## config.mk

```make
export PLATFORM = sky130hd
export DESIGN_NAME = clk_rate_multiplier
export DESIGN_NICKNAME = d
export VERILOG_FILES = /design/src/rtl/clk_rate_multiplier.sv
export SDC_FILE = /design/constraint.sdc
export NUM_CORES = 1
export LEC_CHECK = 0
export BUFFER_PORTS_ARGS = -buffer_cell sky130_fd_sc_hd__buf_2
export CORE_MARGIN = 3
export CORE_UTILIZATION = 30
export CTS_CLUSTER_SIZE = 24
export DETAILED_ROUTE_END_ITERATION = 16
export SYNTH_ARGS = -nofsm -noshare
export SYNTH_HDL_FRONTEND = slang
export SYNTH_SLANG_ARGS = --single-unit
export TNS_END_PERCENT = 5
```

## constraint.sdc

```tcl
create_clock -name clk_in -period 9.25 [get_ports clk_in]
set_input_delay 1.3875 -clock clk_in [delete_from_list [all_inputs] [get_ports clk_in]]
set_output_delay 1.3875 -clock clk_in [all_outputs]
set_load 0.01 [all_outputs]
```

## src/rtl/clk_rate_multiplier.sv

```systemverilog
// Digital clock multiplier: regenerates a clock at 2^LOG2_MULT times the rate of ref_in.
// Latency: ref_in rising sampled at edge k -> clk_out high and period updated at edge k+2.
// No backpressure: free-running outputs; loss of reference re-arms the measurement.
module clk_rate_multiplier #(
  parameter int LOG2_MULT = 6,
  parameter int CNT_W     = 16,
  parameter int LOCK_TOL  = 2
) (
  input  logic             clk_in,
  input  logic             reset,
  input  logic             enable,
  input  logic             ref_in,
  output logic             clk_out,
  output logic [CNT_W-1:0] period,
  output logic             locked,
  output logic             too_fast,
  output logic             lost
);

  localparam logic [1:0] ST_IDLE = 2'd0;
  localparam logic [1:0] ST_ARM  = 2'd1;
  localparam logic [1:0] ST_MEAS = 2'd2;
  localparam logic [1:0] ST_RUN  = 2'd3;

  localparam logic [CNT_W-1:0] CNT_MAX = '1;
  localparam logic [CNT_W-1:0] ONE     = CNT_W'(1);
  localparam logic [CNT_W-1:0] TOL     = CNT_W'(LOCK_TOL);

  // reference synchronizer and edge-detect delay
  logic s1_q, s2_q, s2d_q;

  logic [1:0]       state_q, state_d;
  logic [CNT_W-1:0] cnt_q, cnt_d;
  logic [CNT_W-1:0] period_q, period_d;
  logic [CNT_W-1:0] tcnt_q, tcnt_d;
  logic             clk_q, clk_d;
  logic             locked_q, locked_d;
  logic             too_fast_q, too_fast_d;
  logic             lost_q, lost_d;

  logic             rise;
  logic [CNT_W-1:0] p_new, h_new, h_cur, diff, cnt_inc;
  logic             h_new_ok, in_tol, sat_hit, tcnt_wrap;

  assign rise      = s2_q & ~s2d_q;
  // Counter holds cycles since the last rise, so the period including this edge is cnt+1.
  assign p_new     = cnt_q + ONE;
  // Half-period of the output; remainder is dropped and absorbed by re-phasing at each rise.
  assign h_new     = p_new >> (LOG2_MULT + 1);
  assign h_cur     = period_q >> (LOG2_MULT + 1);
  assign h_new_ok  = |h_new;
  assign diff      = (p_new >= period_q) ? (p_new - period_q) : (period_q - p_new);
  assign in_tol    = (diff <= TOL);
  assign cnt_inc   = (cnt_q == CNT_MAX) ? cnt_q : (cnt_q + ONE);
  // Saturation is reached on the edge where the counter steps onto its maximum.
  assign sat_hit   = (cnt_q == (CNT_MAX - ONE));
  assign tcnt_wrap = (tcnt_q == (h_cur - ONE));

  // Synchronize the asynchronous reference into the clk_in domain.
  always_ff @(posedge clk_in or posedge reset) begin
    if (reset) begin
      s1_q  <= 1'b0;
      s2_q  <= 1'b0;
      s2d_q <= 1'b0;
    end else begin
      s1_q  <= ref_in;
      s2_q  <= s1_q;
      s2d_q <= s2_q;
    end
  end

  // Next-state logic: disable beats rise, rise beats saturation.
  always_comb begin
    state_d    = state_q;
    cnt_d      = cnt_inc;
    period_d   = period_q;
    tcnt_d     = tcnt_q;
    clk_d      = clk_q;
    locked_d   = locked_q;
    too_fast_d = too_fast_q;
    lost_d     = 1'b0;
    if (!enable) begin
      state_d  = ST_IDLE;
      cnt_d    = '0;
      tcnt_d   = '0;
      clk_d    = 1'b0;
      locked_d = 1'b0;
    end else begin
      case (state_q)
        ST_IDLE: begin
          cnt_d   = '0;
          state_d = ST_ARM;
        end
        ST_ARM: begin
          if (rise) begin
            cnt_d   = '0;
            state_d = ST_MEAS;
          end
        end
        ST_MEAS, ST_RUN: begin
          if (rise) begin
            cnt_d    = '0;
            period_d = p_new;
            tcnt_d   = '0;
            if (h_new_ok) begin
              state_d    = ST_RUN;
              clk_d      = 1'b1;
              too_fast_d = 1'b0;
              // The first measured period has nothing to compare against.
              locked_d   = (state_q == ST_RUN) && in_tol;
            end else begin
              state_d    = ST_MEAS;
              clk_d      = 1'b0;
              too_fast_d = 1'b1;
              locked_d   = 1'b0;
            end
          end else if (sat_hit) begin
            lost_d   = 1'b1;
            state_d  = ST_ARM;
            clk_d    = 1'b0;
            locked_d = 1'b0;
            tcnt_d   = '0;
          end else if (state_q == ST_RUN) begin
            if (tcnt_wrap) begin
              clk_d  = ~clk_q;
              tcnt_d = '0;
            end else begin
              tcnt_d = tcnt_q + ONE;
            end
          end
        end
        default: state_d = ST_IDLE;
      endcase
    end
  end

  // State and output registers.
  always_ff @(posedge clk_in or posedge reset) begin
    if (reset) begin
      state_q    <= ST_IDLE;
      cnt_q      <= '0;
      period_q   <= '0;
      tcnt_q     <= '0;
      clk_q      <= 1'b0;
      locked_q   <= 1'b0;
      too_fast_q <= 1'b0;
      lost_q     <= 1'b0;
    end else begin
      state_q    <= state_d;
      cnt_q      <= cnt_d;
      period_q   <= period_d;
      tcnt_q     <= tcnt_d;
      clk_q      <= clk_d;
      locked_q   <= locked_d;
      too_fast_q <= too_fast_d;
      lost_q     <= lost_d;
    end
  end

  assign clk_out  = clk_q;
  assign period   = period_q;
  assign locked   = locked_q;
  assign too_fast = too_fast_q;
  assign lost     = lost_q;

endmodule

```

After elaboration in Yosys (flattened, before gate mapping):

Cells that the tools add are included.

* register bits: 57

* $add $sub $neg: 5
* $lt $le $gt $ge: 2
* eq/ne operators: 13
* mux-type cells: 34
* bitwise logic cells: 3
* reduce and logical (&&, ||, !) cells: 10

Operators with widths (count)
* $mux W16: 10
* $add A16 B1 Y16 const B: 2
* $eq A16 B16 Y1 const B: 2
* $pmux W16 S2: 1
* $sub A16 B16 Y16: 2
* $mux W1: 18
* $eq A16 B16 Y1: 1
* $ge A16 B16 Y1: 1
* $le A16 B2 Y1 const B: 1
* $sub A9 B1 Y10 const B: 1
* $reduce_or A9 Y1: 1
* $mux W2: 4
* $ne A4 B1 Y1 const B: 2
* $ne A4 B4 Y1 const B: 2
* $pmux W2 S3: 1
* $reduce_and A2 Y1: 3
* $reduce_and A3 Y1: 2
* $eq A2 B2 Y1 const B: 2
* $ne A3 B1 Y1 const B: 1
* $ne A3 B3 Y1 const B: 1
* $reduce_or A3 Y1: 1
* $eq A2 B1 Y1 const B: 1
* $logic_not A2 Y1: 1
* $ne A2 B1 Y1 const B: 1
* other kinds (4): 5

Logic depth before layout (Yosys ltp):

* depth after elaboration: 9
* mapped depth: 17
* depth with buffers taken out: 16

Least setup slack after synthesis:

OpenSTA, ideal clock, no wires.

* path type: register to register
* from: reg cnt_q[0]
* to: reg locked_q, in the netlist locked
* library setup time: 95 ps
* arrival time: 3491 ps
* setup slack: 5663 ps
* cell stages (with the launch flop): 18
* period minus slack after synthesis: 3587 ps
* path through: dfrtp_1 ha_1 clkbuf_1 nand2_1 nor3_1 and3_1 xnor2_1 inv_1 ha_1 nand2_1 nor2_1 o21ai_0 a21oi_1 nor4_1 o311ai_0 xnor2_1 o2111ai_1 o31ai_1

* word-level cells in the longest chain between the ends: 9

Ends and longest elaborated chain
* start, declared: RTL line 33 `logic [CNT_W-1:0] cnt_q, cnt_d;`
* start signal, assigned: RTL line 150 `cnt_q <= cnt_d;`
* $add A16 B1 Y16: RTL line 47 `assign p_new = cnt_q + ONE;`
* $sub A16 B16 Y16 or $ge A16 B16 Y1 (tied branches): RTL line 52 `assign diff = (p_new >= period_q) ? (p_new - period_q) : (period_q - p_new);`
* $mux W16: RTL line 52
* $le A16 B2 Y1: RTL line 53 `assign in_tol = (diff <= TOL);`
* $logic_and A1 B1 Y1: RTL line 110 `locked_d = (state_q == ST_RUN) && in_tol;`
* $mux W1: RTL line 105 `if (h_new_ok) begin`
* $mux W1: RTL line 101 `if (rise) begin`
* $mux W1: RTL line 89 `case (state_q)`
* $mux W1: RTL line 82 `if (!enable) begin`
* end signal, assigned: RTL line 154 `locked_q <= locked_d;`
* end, declared: RTL line 37 `logic locked_q, locked_d;`

Parallel ways exist; a longest one is shown, timed or not. The select of a mux whose other input is x is not followed.
A chain may end at the register's enable or synchronous reset.

Worst setup path in the final report:

Same ends and word-level chain as after synthesis.

==> impl_metrics.env <==
export IMPL_status="complete, no violations"
export IMPL_worst_r2r_path_depth=16
export IMPL_synth_nets=629
export IMPL_grt_pass1_vias=3909
export IMPL_num_rows=45
export IMPL_synth_edf_count=0
export IMPL_io_buffers=23
export IMPL_powerDensity_nw_per_um2=136
export IMPL_cp_max_fo=8
export IMPL_htreeDepth=3
export IMPL_grt_max_degree=58
export IMPL_r2r_end="locked$_DFFE_PP0P_"
export IMPL_dpl_hpwl_um=8720
export IMPL_period_needed_ps=4210
export IMPL_clkSlewWorstSetupHoldPaths_ps=50
export IMPL_tightest_slew_ps=761
export IMPL_p_leak_nw=2.39
export IMPL_drc=0
export IMPL_top_layer_used="met4"
export IMPL_post_cts_setup_buffer_count=0
export IMPL_cp_slowest_cell="dfrtp_1"
export IMPL_cts_buffers=9
export IMPL_postRouteAntennaNets=0
export IMPL_antennaDiodeCount=0
export IMPL_chipHeight_um=131
export IMPL_track_usage=0.142
export IMPL_endpoint="locked$_DFFE_PP0P_"
export IMPL_worstSetupStartpointType="flop"
export IMPL_rr_startpoint="cnt_q[0]$_DFFE_PP0P_"
export IMPL_worstPathArrival_ps=4440
export IMPL_clk_latency_ps=330
export IMPL_cts_hold_fix_buffers=0
export IMPL_ys_flop_type="dfrtp_1"
export IMPL_hold_viol_final=0
export IMPL_finalSetupViolCount=0
export IMPL_finClkSkew_ps=3.27
export IMPL_finalSetupTns_ps=0
export IMPL_wl_per_cell_um=14.3
export IMPL_cts_root_buf="clkbuf_16"
export IMPL_worstPathCellList="ha_1, nand2_1, nor3_1, and3_1, xnor2_1, inv_1, ha_1, nand2_1, nor2_1, o21ai_0, a21oi_1, nor4_1, o311ai_0, xnor2_1, o2111ai_1, o31ai_1"
export IMPL_cts_resized=0
export IMPL_place_congestion=0.865
export IMPL_synth_top_cell_area_share=0.304
export IMPL_synth_avg_cell_area_um2=7.97
export IMPL_nNetsFinal=639
export IMPL_max_freq_mhz=238
export IMPL_required_ps=9480
export IMPL_die_w_um=131
export IMPL_ioPinCount=24
export IMPL_yosys_top_cells_area="dfrtp_1 30%, ha_1 9.3%, o21ai_0 6.6%, a21oi_1 5.6%, nand2_1 5.1%"
export IMPL_dr_pass1_iters=5
export IMPL_end_kind="flop"
export IMPL_drive_above_1_share=0.0879
export IMPL_synth_warning_count=0
export IMPL_syn_area_um2=4690
export IMPL_synth_largest_area_cell="dfrtp_1"
export IMPL_fill_cells=1549
export IMPL_yosysSeqAreaShare=0.304
export IMPL_crit_path_max_incr_delay_ps=500
export IMPL_max_slew_margin=0.493
export IMPL_die_area_um2=17200
export IMPL_timing_final_crit_share=0.455
export IMPL_via_per_inst=5.08
export IMPL_grt_pass1_wl_um=19600
export IMPL_area_growth_pct=11.5
export IMPL_core_area_um2=15300
export IMPL_p_total_mw=0.712
export IMPL_synthCells=588
export IMPL_rsz0062_at_grt="false"
export IMPL_vias=4137
export IMPL_start_util=0.307
export IMPL_cts_path_max_buffers=2
export IMPL_routed_wl_met2_um=5390
export IMPL_r2r_setup_slack_ps=5040
export IMPL_wirelength_um=11600
export IMPL_maxCapViolations=0
export IMPL_antenna_found_initial=0
export IMPL_met1_length_um=5570
export IMPL_drt_iter0_drc=266
export IMPL_startpoint="cnt_q[0]$_DFFE_PP0P_"
export IMPL_ys_ff_latch=57
export IMPL_ir_drop_uv=92.2
export IMPL_async_flop_share=1.00
export IMPL_cts_tree="built"
export IMPL_worstSetupPathType="flop to flop"
export IMPL_clock_sinks=57
export IMPL_dr_wl_met3_um=315
export IMPL_hold_class="flop to flop"
export IMPL_ys_types=62
export IMPL_grt_overflow_total=0
export IMPL_slew_violations=0
## metal layers
metal / track usage / vias to the layer above
met4: 0.0605 / 0
met3: 0.0195 / 19
met2: 0.226 / 74
li1: - / 2084
met1: 0.193 / 1960
met5: 0 / -
## per-stage QoR
step,cell area (um2),setup WS [ps],instances,util,hold slack (ps)
2_1_floorplan,4690,5660,588,-,331
3_3_place_gp,4940,5210,798,0.324,334
3_5_place_dp,4940,5150,798,0.324,343
4_1_cts,5230,5070,814,0.343,356
5_1_grt,5230,4500,814,0.343,374
6_report,5230,5040,814,0.343,350
## where the power goes
part | total (mW) | internal (mW) | switching, mW
registers | 0.265 | 0.256 | 0.00836
logic | 0.135 | 0.0559 | 0.0794
clock network | 0.312 | 0.189 | 0.124
total | 0.712 | 0.501 | 0.211
## worst max-delay path: cells and delay by family, from the launching register on
family	cells	cell delay [ps]
AO/OA/AOI/OAI	5	1190
AND/OR/NAND/NOR	6	1110
adder cells (fa/ha/maj)	2	790
flip-flops	1	500
XOR/XNOR	2	430
buffers and inverters	1	90
## area by class of cell
cell class	instances	area [um2]	area share
Clock buffer	10	239	0.0457
Clock inverter	6	42.5	0.00814
Inverter	50	188	0.0359
Multi-Input combinational cell	454	2930	0.560
Sequential cell	57	1430	0.273
Tap cell	211	264	0.0505
Timing Repair Buffer	26	138	0.0263
## registers in the layout (all words and copies together), names as in the netlist
name / cells
cnt_q: 16
period: 16
tcnt_q: 16
state_q: 2
clk_out: 1
locked: 1
lost: 1
s1_q: 1
s2_q: 1
s2d_q: 1
too_fast: 1
## how the worst min path moves through the flow
| stage | from | endpoint | slack [ps] | cells after the start |
|---|---|---|---|---|
| finish | s1_q$_DFF_PP0_ | s2_q$_DFF_PP0_ | 350 | 0 |
| global route | s1_q$_DFF_PP0_ | s2_q$_DFF_PP0_ | 370 | 0 |
| CTS | s1_q$_DFF_PP0_ | s2_q$_DFF_PP0_ | 360 | 0 |
| detailed placement | s1_q$_DFF_PP0_ | s2_q$_DFF_PP0_ | 340 | 0 |
| global placement | s1_q$_DFF_PP0_ | s2_q$_DFF_PP0_ | 330 | 0 |
| floorplan | s1_q$_DFF_PP0_ | s2_q$_DFF_PP0_ | 330 | 0 |
## logic make-up after synthesis
group                    after synthesis  synth area share
flip-flops                            57             0.304
AO/OA/AOI/OAI                        170             0.215
multiplexers                           3           0.00641
adder cells (fa/ha/maj)               37             0.102
XOR/XNOR                              45            0.0841
buffers and inverters                 77            0.0707
AND/OR/NAND/NOR                      199             0.217
## synth_stat cells (all sizes together), types with 3 or more instances
| master | instances |
|---|---|
| a21o | 9 |
| nand4 | 11 |
| o21ai | 64 |
| ha | 35 |
| nor3 | 14 |
| buf | 9 |
| inv | 50 |
| nand2b | 9 |
| o21bai | 3 |
| xnor2 | 23 |
| o31ai | 5 |
| and3 | 13 |
| nor3b | 7 |
| clkbuf | 18 |
| nand3 | 20 |
| dfrtp | 57 |
| nor2 | 31 |
| nand2 | 64 |
| and2 | 3 |
| a211o | 3 |
| o211ai | 5 |
| xor2 | 22 |
| mux2i | 3 |
| o22ai | 3 |
| a31oi | 5 |
| a211oi | 4 |
| nor4 | 10 |
| or3 | 4 |
| nor2b | 4 |
| a21oi | 52 |
## cell usage in the layout, fill, tap and decap left out, types with 5 or more instances in the layout
master,n
a21o_1,9
a21oi_1,52
a31oi_1,5
and3_1,13
buf_2,23
clkbuf_16,9
dfrtp_1,57
ha_1,35
inv_1,49
nand2_1,64
nand2b_1,9
nand3_1,19
nand4_1,11
nor2_1,31
nor3_1,14
nor3b_1,7
nor4_1,8
o211ai_1,5
o21ai_0,62
o31ai_1,5
xnor2_1,23
xor2_1,22
Power figures use the tool's default switching activity.
